**config.mk**
```make
export PLATFORM = sky130hd
export DESIGN_NAME = kb_sched_flat
export DESIGN_NICKNAME = d
export VERILOG_FILES = /design/src/rtl/kb_sched_if.sv /design/src/rtl/kb_sched.sv /design/src/flat_wrapper.sv
export SDC_FILE = /design/constraint.sdc
export NUM_CORES = 1
export LEC_CHECK = 0
export CAP_MARGIN = 20
export CELL_PAD_IN_SITES_DETAIL_PLACEMENT = 0
export CELL_PAD_IN_SITES_GLOBAL_PLACEMENT = 1
export CORE_MARGIN = 3
export CORE_UTILIZATION = 28
export DETAILED_ROUTE_END_ITERATION = 6
export DONT_BUFFER_PORTS = 1
export PLACE_DENSITY = 0.6
export SLEW_MARGIN = 20
export SYNTH_ARGS = -nofsm -noshare
export SYNTH_HDL_FRONTEND = slang
export SYNTH_SLANG_ARGS = --single-unit
```
**constraint.sdc**
```tcl
create_clock -name clk -period 3.4 [get_ports clk]
set_clock_uncertainty 0.05 [all_clocks]
set_input_delay 0.17 -clock clk [delete_from_list [all_inputs] [get_ports clk]]
set_output_delay 0.17 -clock clk [all_outputs]
set_load 0.02 [all_outputs]
```
**src/rtl/kb_sched_if.sv**
```systemverilog
// kb_sched_if: host control and aes_kb worker-array signals of the candidate-key scheduler.
interface kb_sched_if #(
  parameter int N_WORKERS = 4,
  parameter int CTR_W = 32
);
  logic stall;
  logic go;
  logic abort;
  logic [CTR_W-1:0] ctr_lo;
  logic [CTR_W-1:0] ctr_hi;
  logic [127:0] in_buf;
  logic [127:0] w_in_buf;
  logic [N_WORKERS-1:0] w_start;
  logic [N_WORKERS*CTR_W-1:0] w_ctr;
  logic [N_WORKERS-1:0] w_done;
  logic [N_WORKERS-1:0] w_valid;
  logic busy;
  logic done;
  logic found;
  logic [CTR_W-1:0] found_ctr;
  logic [CTR_W:0] tested;
  logic [7:0] hit_cnt;
  modport master (
    output stall, go, abort, ctr_lo, ctr_hi, in_buf, w_done, w_valid,
    input w_in_buf, w_start, w_ctr, busy, done, found, found_ctr, tested, hit_cnt
  );
  modport slave (
    input stall, go, abort, ctr_lo, ctr_hi, in_buf, w_done, w_valid,
    output w_in_buf, w_start, w_ctr, busy, done, found, found_ctr, tested, hit_cnt
  );
endinterface

```
**src/rtl/kb_sched.sv**
```systemverilog
// kb_sched: sweeps an inclusive counter range across N_WORKERS aes_kb checkers and collects matches.
// Define KB_SCHED_EARLY_STOP_EN to stop issuing as soon as the first match is recorded.
module kb_sched #(
  parameter int N_WORKERS = 4,
  parameter int CTR_W = 32
) (
  input logic clk,
  input logic rst,
  kb_sched_if.slave b
);
  typedef enum logic [1:0] {IDLE, RUN, DRAIN, FIN} state_t;
  state_t state, state_n;
  logic [CTR_W:0] next_q;
  logic [CTR_W:0] tested_q;
  logic [CTR_W:0] n_comp;
  logic [CTR_W-1:0] hi_q;
  logic [CTR_W-1:0] found_ctr_q;
  logic [CTR_W-1:0] hit_ctr;
  logic [CTR_W-1:0] ctr_q [N_WORKERS];
  logic [N_WORKERS-1:0] owned;
  logic [N_WORKERS-1:0] cand;
  logic [N_WORKERS-1:0] start;
  logic [N_WORKERS-1:0] comp;
  logic [N_WORKERS-1:0] hits;
  logic [N_WORKERS-1:0] hsel;
  logic [127:0] buf_q;
  logic [8:0] hit_sum;
  logic [7:0] hit_q;
  logic found_q;
  logic new_found;
  logic early;
  logic stop;
`ifdef KB_SCHED_EARLY_STOP_EN
  assign early = new_found;
`else
  assign early = 1'b0;
`endif
  always_comb begin
    comp = b.stall ? '0 : b.w_done & owned;
    hits = comp & b.w_valid;
    hsel = hits & (~hits + N_WORKERS'(1));
    new_found = !found_q && |hits;
    stop = b.abort || early;
    // aes_kb keeps done high after finishing, so a worker with done still up is not free yet
    cand = ~owned & ~b.w_done;
    start = (state == RUN && !b.stall && !stop) ? cand & (~cand + N_WORKERS'(1)) : '0;
    hit_ctr = '0;
    n_comp = '0;
    hit_sum = {1'b0, hit_q};
    for (int i = 0; i < N_WORKERS; i++) begin
      hit_ctr = hit_ctr | (hsel[i] ? ctr_q[i] : '0);
      n_comp = n_comp + (CTR_W+1)'(comp[i]);
      hit_sum = hit_sum + 9'(hits[i]);
    end
    case (state)
      IDLE: state_n = b.go ? ((b.ctr_lo <= b.ctr_hi) ? RUN : FIN) : IDLE;
      RUN: state_n = (stop || (|start && next_q >= {1'b0, hi_q})) ? DRAIN : RUN;
      DRAIN: state_n = |owned ? DRAIN : FIN;
      default: state_n = IDLE;
    endcase
  end
  always_ff @(posedge clk) begin
    if (rst) begin
      state <= IDLE;
      next_q <= '0;
      hi_q <= '0;
      owned <= '0;
      buf_q <= '0;
      found_q <= 1'b0;
      found_ctr_q <= '0;
      tested_q <= '0;
      hit_q <= '0;
      for (int i = 0; i < N_WORKERS; i++) ctr_q[i] <= '0;
    end else if (!b.stall) begin
      state <= state_n;
      owned <= (owned & ~comp) | start;
      for (int i = 0; i < N_WORKERS; i++) if (start[i]) ctr_q[i] <= next_q[CTR_W-1:0];
      if (state == IDLE && b.go) begin
        hi_q <= b.ctr_hi;
        next_q <= {1'b0, b.ctr_lo};
        buf_q <= b.in_buf;
        found_q <= 1'b0;
        found_ctr_q <= '0;
        tested_q <= '0;
        hit_q <= '0;
      end else begin
        next_q <= next_q + (CTR_W+1)'(|start);
        tested_q <= tested_q + n_comp;
        hit_q <= hit_sum[8] ? 8'hff : hit_sum[7:0];
        if (new_found) begin
          found_q <= 1'b1;
          found_ctr_q <= hit_ctr;
        end
      end
    end
  end
  // the issuing slice shows next directly so the worker sees its candidate with the start pulse
  for (genvar i = 0; i < N_WORKERS; i++) begin : g_ctr
    assign b.w_ctr[i*CTR_W +: CTR_W] = start[i] ? next_q[CTR_W-1:0] : ctr_q[i];
  end
  assign b.w_start = start;
  assign b.w_in_buf = buf_q;
  assign b.busy = (state == RUN) || (state == DRAIN);
  assign b.done = (state == FIN);
  assign b.found = found_q;
  assign b.found_ctr = found_ctr_q;
  assign b.tested = tested_q;
  assign b.hit_cnt = hit_q;
endmodule

```
**src/flat_wrapper.sv**
```systemverilog
// flat-port wrapper written by rule: the top's interface ports become plain ports
module kb_sched_flat 
#(
  parameter int N_WORKERS = 4,
  parameter int CTR_W = 32
)
  (clk, rst, b_stall, b_go, b_abort, b_ctr_lo, b_ctr_hi, b_in_buf, b_w_done, b_w_valid, b_w_in_buf, b_w_start, b_w_ctr, b_busy, b_done, b_found, b_found_ctr, b_tested, b_hit_cnt);
  kb_sched_if #(.N_WORKERS(N_WORKERS), .CTR_W(CTR_W)) b_i ();
  input logic clk;
  input logic rst;
  input wire logic [$bits(b_i.stall)-1:0] b_stall;
  input wire logic [$bits(b_i.go)-1:0] b_go;
  input wire logic [$bits(b_i.abort)-1:0] b_abort;
  input wire logic [$bits(b_i.ctr_lo)-1:0] b_ctr_lo;
  input wire logic [$bits(b_i.ctr_hi)-1:0] b_ctr_hi;
  input wire logic [$bits(b_i.in_buf)-1:0] b_in_buf;
  input wire logic [$bits(b_i.w_done)-1:0] b_w_done;
  input wire logic [$bits(b_i.w_valid)-1:0] b_w_valid;
  output wire logic [$bits(b_i.w_in_buf)-1:0] b_w_in_buf;
  output wire logic [$bits(b_i.w_start)-1:0] b_w_start;
  output wire logic [$bits(b_i.w_ctr)-1:0] b_w_ctr;
  output wire logic [$bits(b_i.busy)-1:0] b_busy;
  output wire logic [$bits(b_i.done)-1:0] b_done;
  output wire logic [$bits(b_i.found)-1:0] b_found;
  output wire logic [$bits(b_i.found_ctr)-1:0] b_found_ctr;
  output wire logic [$bits(b_i.tested)-1:0] b_tested;
  output wire logic [$bits(b_i.hit_cnt)-1:0] b_hit_cnt;
  assign b_i.stall = b_stall;
  assign b_i.go = b_go;
  assign b_i.abort = b_abort;
  assign b_i.ctr_lo = b_ctr_lo;
  assign b_i.ctr_hi = b_ctr_hi;
  assign b_i.in_buf = b_in_buf;
  assign b_i.w_done = b_w_done;
  assign b_i.w_valid = b_w_valid;
  assign b_w_in_buf = b_i.w_in_buf;
  assign b_w_start = b_i.w_start;
  assign b_w_ctr = b_i.w_ctr;
  assign b_busy = b_i.busy;
  assign b_done = b_i.done;
  assign b_found = b_i.found;
  assign b_found_ctr = b_i.found_ctr;
  assign b_tested = b_i.tested;
  assign b_hit_cnt = b_i.hit_cnt;
  kb_sched #(.N_WORKERS(N_WORKERS), .CTR_W(CTR_W)) u_core (.clk(clk), .rst(rst), .b(b_i));
endmodule
```
==> impl_results.md <==
* Mean Syn Cell Area at around 9 um2
* Synthesis-to-finish area growth at 29.31%
* Violation count after the first detailed-routing iteration at 1,094
* Highest routed layer: met4
* Root cell of the clock tree: sky130_fd_sc_hd__clkbuf_16
* Worst-case hold slack at approximately 0.027 ns
* Cells along the critical path: inv_1 > ha_1 > nor3b_4 > o41a_1 > ha_2 > and4_1 > and2_1 > nand4_1 > buf_4 > a21oi_1 > o32ai_1 > dlygate4sd3_1
* CP Capture Type: register
* Critical Path AT at approximately 3.7 ns
* Fmax at 308.6 MHz
* Io pins at 541
* Post-route DRC violation count at 0
* Fin cells at roughly 3,400
* Routed wl met3 at around 5700 um
* Core area at about 70,000 um2
* H-Tree Level Count at 2
* Wire length per cell after detailed routing at around 23 um
* Most numerous cell in the Yosys netlist: sky130_fd_sc_hd__nand2_1
* Nets at ~2,700
* Final hold vios at 0
* Remaining antenna violation count after routing at 0
* Gate count of the mapped netlist at ~2,200
* Number of synthesized flops with an enable pin at approximately 130
* Pwr Density at ~480 nW/um2
* Length in cells of the worst reg-to-reg path at 12
* Largest net degree at the start of global routing at 180
* Width of the die at ~270 um
* Area of combinational cells with multiple inputs at 9463 um2
* Top cells by area, synth: sky130_fd_sc_hd__dfxtp_1 28%, sky130_fd_sc_hd__edfxtp_1 20%, sky130_fd_sc_hd__nand2_1 7.7%, sky130_fd_sc_hd__a21oi_1 6.3%, sky130_fd_sc_hd__ha_1 5.0%
* Maximum ir drop on the vdd rail at around 0.37 mV
* Final number of max-transition violations at 0
* Top post-synthesis cells by count: 402 x sky130_fd_sc_hd__nand2_1, 273 x sky130_fd_sc_hd__dfxtp_1, 249 x sky130_fd_sc_hd__a21oi_1
* Count of placed standard cells including taps at around 3,000
* Slowest-stage cell, CP: sky130_fd_sc_hd__dlygate4sd3_1
* Worst setup SP type: register
* Final core occ at 0.3686
* Number of synthesized register bits at about 400
* Largest driver fanout on the critical path at 4
* Yosys synthesis warning count at 0
* Buffers from clock root to sink, at most at 3
* Cell depth of the worst min-delay path at 4
* Share of Yosys cell area claimed by the top area cell type at 0.2776
* Library cells used by synthesis at 78
* Avg Vias per Cell at just over 5
* Unrepaired setup endpoints after global routing: true
* Filler cell count in the final layout at 6,904
* Period Utilization, post-route at 0.9530
* Met2 wirelength from detailed routing at between 30,000 and 40,000 um
* Proportion of synthesized chip area in sequential cells at 0.4728
* Via count of the first global-routing pass at around 18,000
* Worst slew margin at 0.3652
* Share of final-layout standard cells stronger than drive strength 1 at 0.1172
* Class of the tightest hold or removal check: in2reg
* Initial standard-cell utilization of the core at 0.2851
* Maximum capacitance violations at 0
* Final critical path time including I/O delays and setup at about 3.2 ns
* Clock transition at path regs at approximately 0.06 ns
* Outcome: complete, no violations
* Net count after synthesis at roughly 2,500
* First-pass GRT wire length at roughly 120,000 um
* Inserted Clock Buffers at between 40 and 50
* Data required, critical path at around 3.8 ns
* Die Span Y at approximately 270 um
* Met1 wire length at ~32,000 um
* Last weighted congestion value of the routability-driven placer at around 0.88
* Detailed-route via count at 17,280
* Overall global routing resource usage at 0.2048
* TritonCTS clock tree: built
* Clock latency on the worst-skew pair at approximately 0.6 ns
* Worst setup path class: reg2reg
* Biggest cell delay along the critical path at between 0.5 and 0.6 ns
* Slew at the pin closest to its max-slew limit at ~0.95 ns
* Total length of routed wires at 78,650 um
* Half-perimeter wire length after detailed placement at approximately 53,000 um
* Final global-route overflow total at 0
* Proportion of register bits with asynchronous set or reset after synthesis at 0
* Post-synthesis cell type with the largest combined area: sky130_fd_sc_hd__dfxtp_1
* Setup violation total in the final timing report at 0
* Antenna violations before repair at 1
* TritonCTS sink count at 401
* Die area at between 70,000 and 80,000 um2
* Most used flip-flop cell after synthesis: sky130_fd_sc_hd__dfxtp_1
* TritonRoute pass-1 iters at 5
* Setup slack on the worst flop-to-flop path at 0.16 ns
* Buffers added on ports at 0
* LEAKAGE at 9.904 nW
* Overall power of the completed layout at 12.30 mW
* Area of all sequential standard cells at about 9300 um2
* Netlist area before placement at between 15,000 and 20,000 um2
* FP Rows at between 90 and 100
[critical path: cells and delay by family, from the launching register on]
| kind | cells | cell delay (ns) |
|---|---|---|
| buffers and inverters | 3 | 0.84 |
| AND/OR/NAND/NOR | 4 | 0.83 |
| AO/OA/AOI/OAI | 3 | 0.60 |
| adder cells (fa/ha/maj) | 2 | 0.47 |
| flip-flops | 1 | 0.33 |
[kinds of logic after synthesis]
kind of cell,count (synthesis),share of synthesized area
AOI/OAI and AO/OA,459,0.1464
xor gates and xnor gates,30,0.01335
adders and majority gates,83,0.05466
buffers and inverters,259,0.05205
DFF,401,0.4728
muxes,112,0.06571
and+or+nand+nor,828,0.1950
[path summary, 6_finish.rpt]
check | start | end
max | u_core.state[1]$_SDFFE_PP0N_ | u_core.next_q[27]$_SDFFE_PP0N_
min | b_abort | u_core.state[1]$_SDFFE_PP0N_
max reg2reg | u_core.state[1]$_SDFFE_PP0N_ | u_core.next_q[27]$_SDFFE_PP0N_
min reg2reg | u_core.hi_q[19]$_SDFFE_PP0P_ | u_core.hi_q[19]$_SDFFE_PP0P_
[routing by layer]
metal	vias to the layer above	GRT usage
met1	8364	0.2446
met2	703	0.3601
li1	8062	-
met4	0	0.06552
met3	149	0.05135
met5	-	0
[where the power goes]
part | internal (mW) | leakage [nW] | switching (mW) | total [mW]
clock network | 3.31 | 0.810 | 2.22 | 5.53
registers | 5.12 | 3.54 | 0.279 | 5.40
logic | 0.542 | 5.55 | 0.829 | 1.37
total | 8.97 | 9.90 | 3.33 | 12.3
[layout make-up]
type	count	share of cell area
Tap cell	931	0.04576
Antenna cell	3	0.0002949
Clock buffer	61	0.05352
Sequential cell	401	0.3657
Timing Repair Buffer	345	0.1360
Multi-Input combinational cell	1512	0.3717
Clock inverter	28	0.01327
Inverter	93	0.01381
[state kept, by name (all words and copies together) (netlist names)]
name and flops:
u_core.b.hit_cnt 8, u_core.b.w_in_buf 128, u_core.hi_q 32, u_core.state 2, u_core.b.tested 33, u_core.next_q 33
u_core.b.found_ctr 32, u_core.owned 4, u_core.b.found 1, u_core.ctr_q 128
[cell usage in the layout, fill, tap and decap left out, drive strengths merged, types with 8 or more instances in the layout]
cell type and instances:
a211oi 8, clkinvlp 9, inv 93, nand2 402, dfxtp 273, clkbuf 62, nor2 139, and2 89
a21o 8, ha 78, buf 75, and3 46, a22oi 32, a31oi 11, mux2 111, nor4 13
xor2 23, edfxtp 128, nor3 39, clkinv 13, a221o 33, dlygate4sd3 269, and4 8, nand4 23
o21ai 42, nand3 38, a21oi 249, a22o 33
[per-stage QoR]
| stage | cell area, um2 | worst slack [ns] | setup TNS [ns] |
|---|---|---|---|
| floorplan | 19690 | 0.09671 | 0 |
| global placement | 20910 | 0.1572 | 0 |
| detailed placement | 20910 | 0.1457 | 0 |
| CTS | 25380 | 0.003138 | 0 |
| global route | 25450 | -0.06992 | -0.07308 |
| finish | 25460 | 0.1598 | 0 |
[timing repair]
action                                 CTS  global route
gates cloned                             0             1
pin swaps                                0             2
endpoints found under the hold margin  268             0
buffers inserted                         0             1
gates resized for setup                 14            15
setup endpoints to repair               31            72
hold buffers                           271             0
No activity file was read; power rests on OpenSTA's default activity.
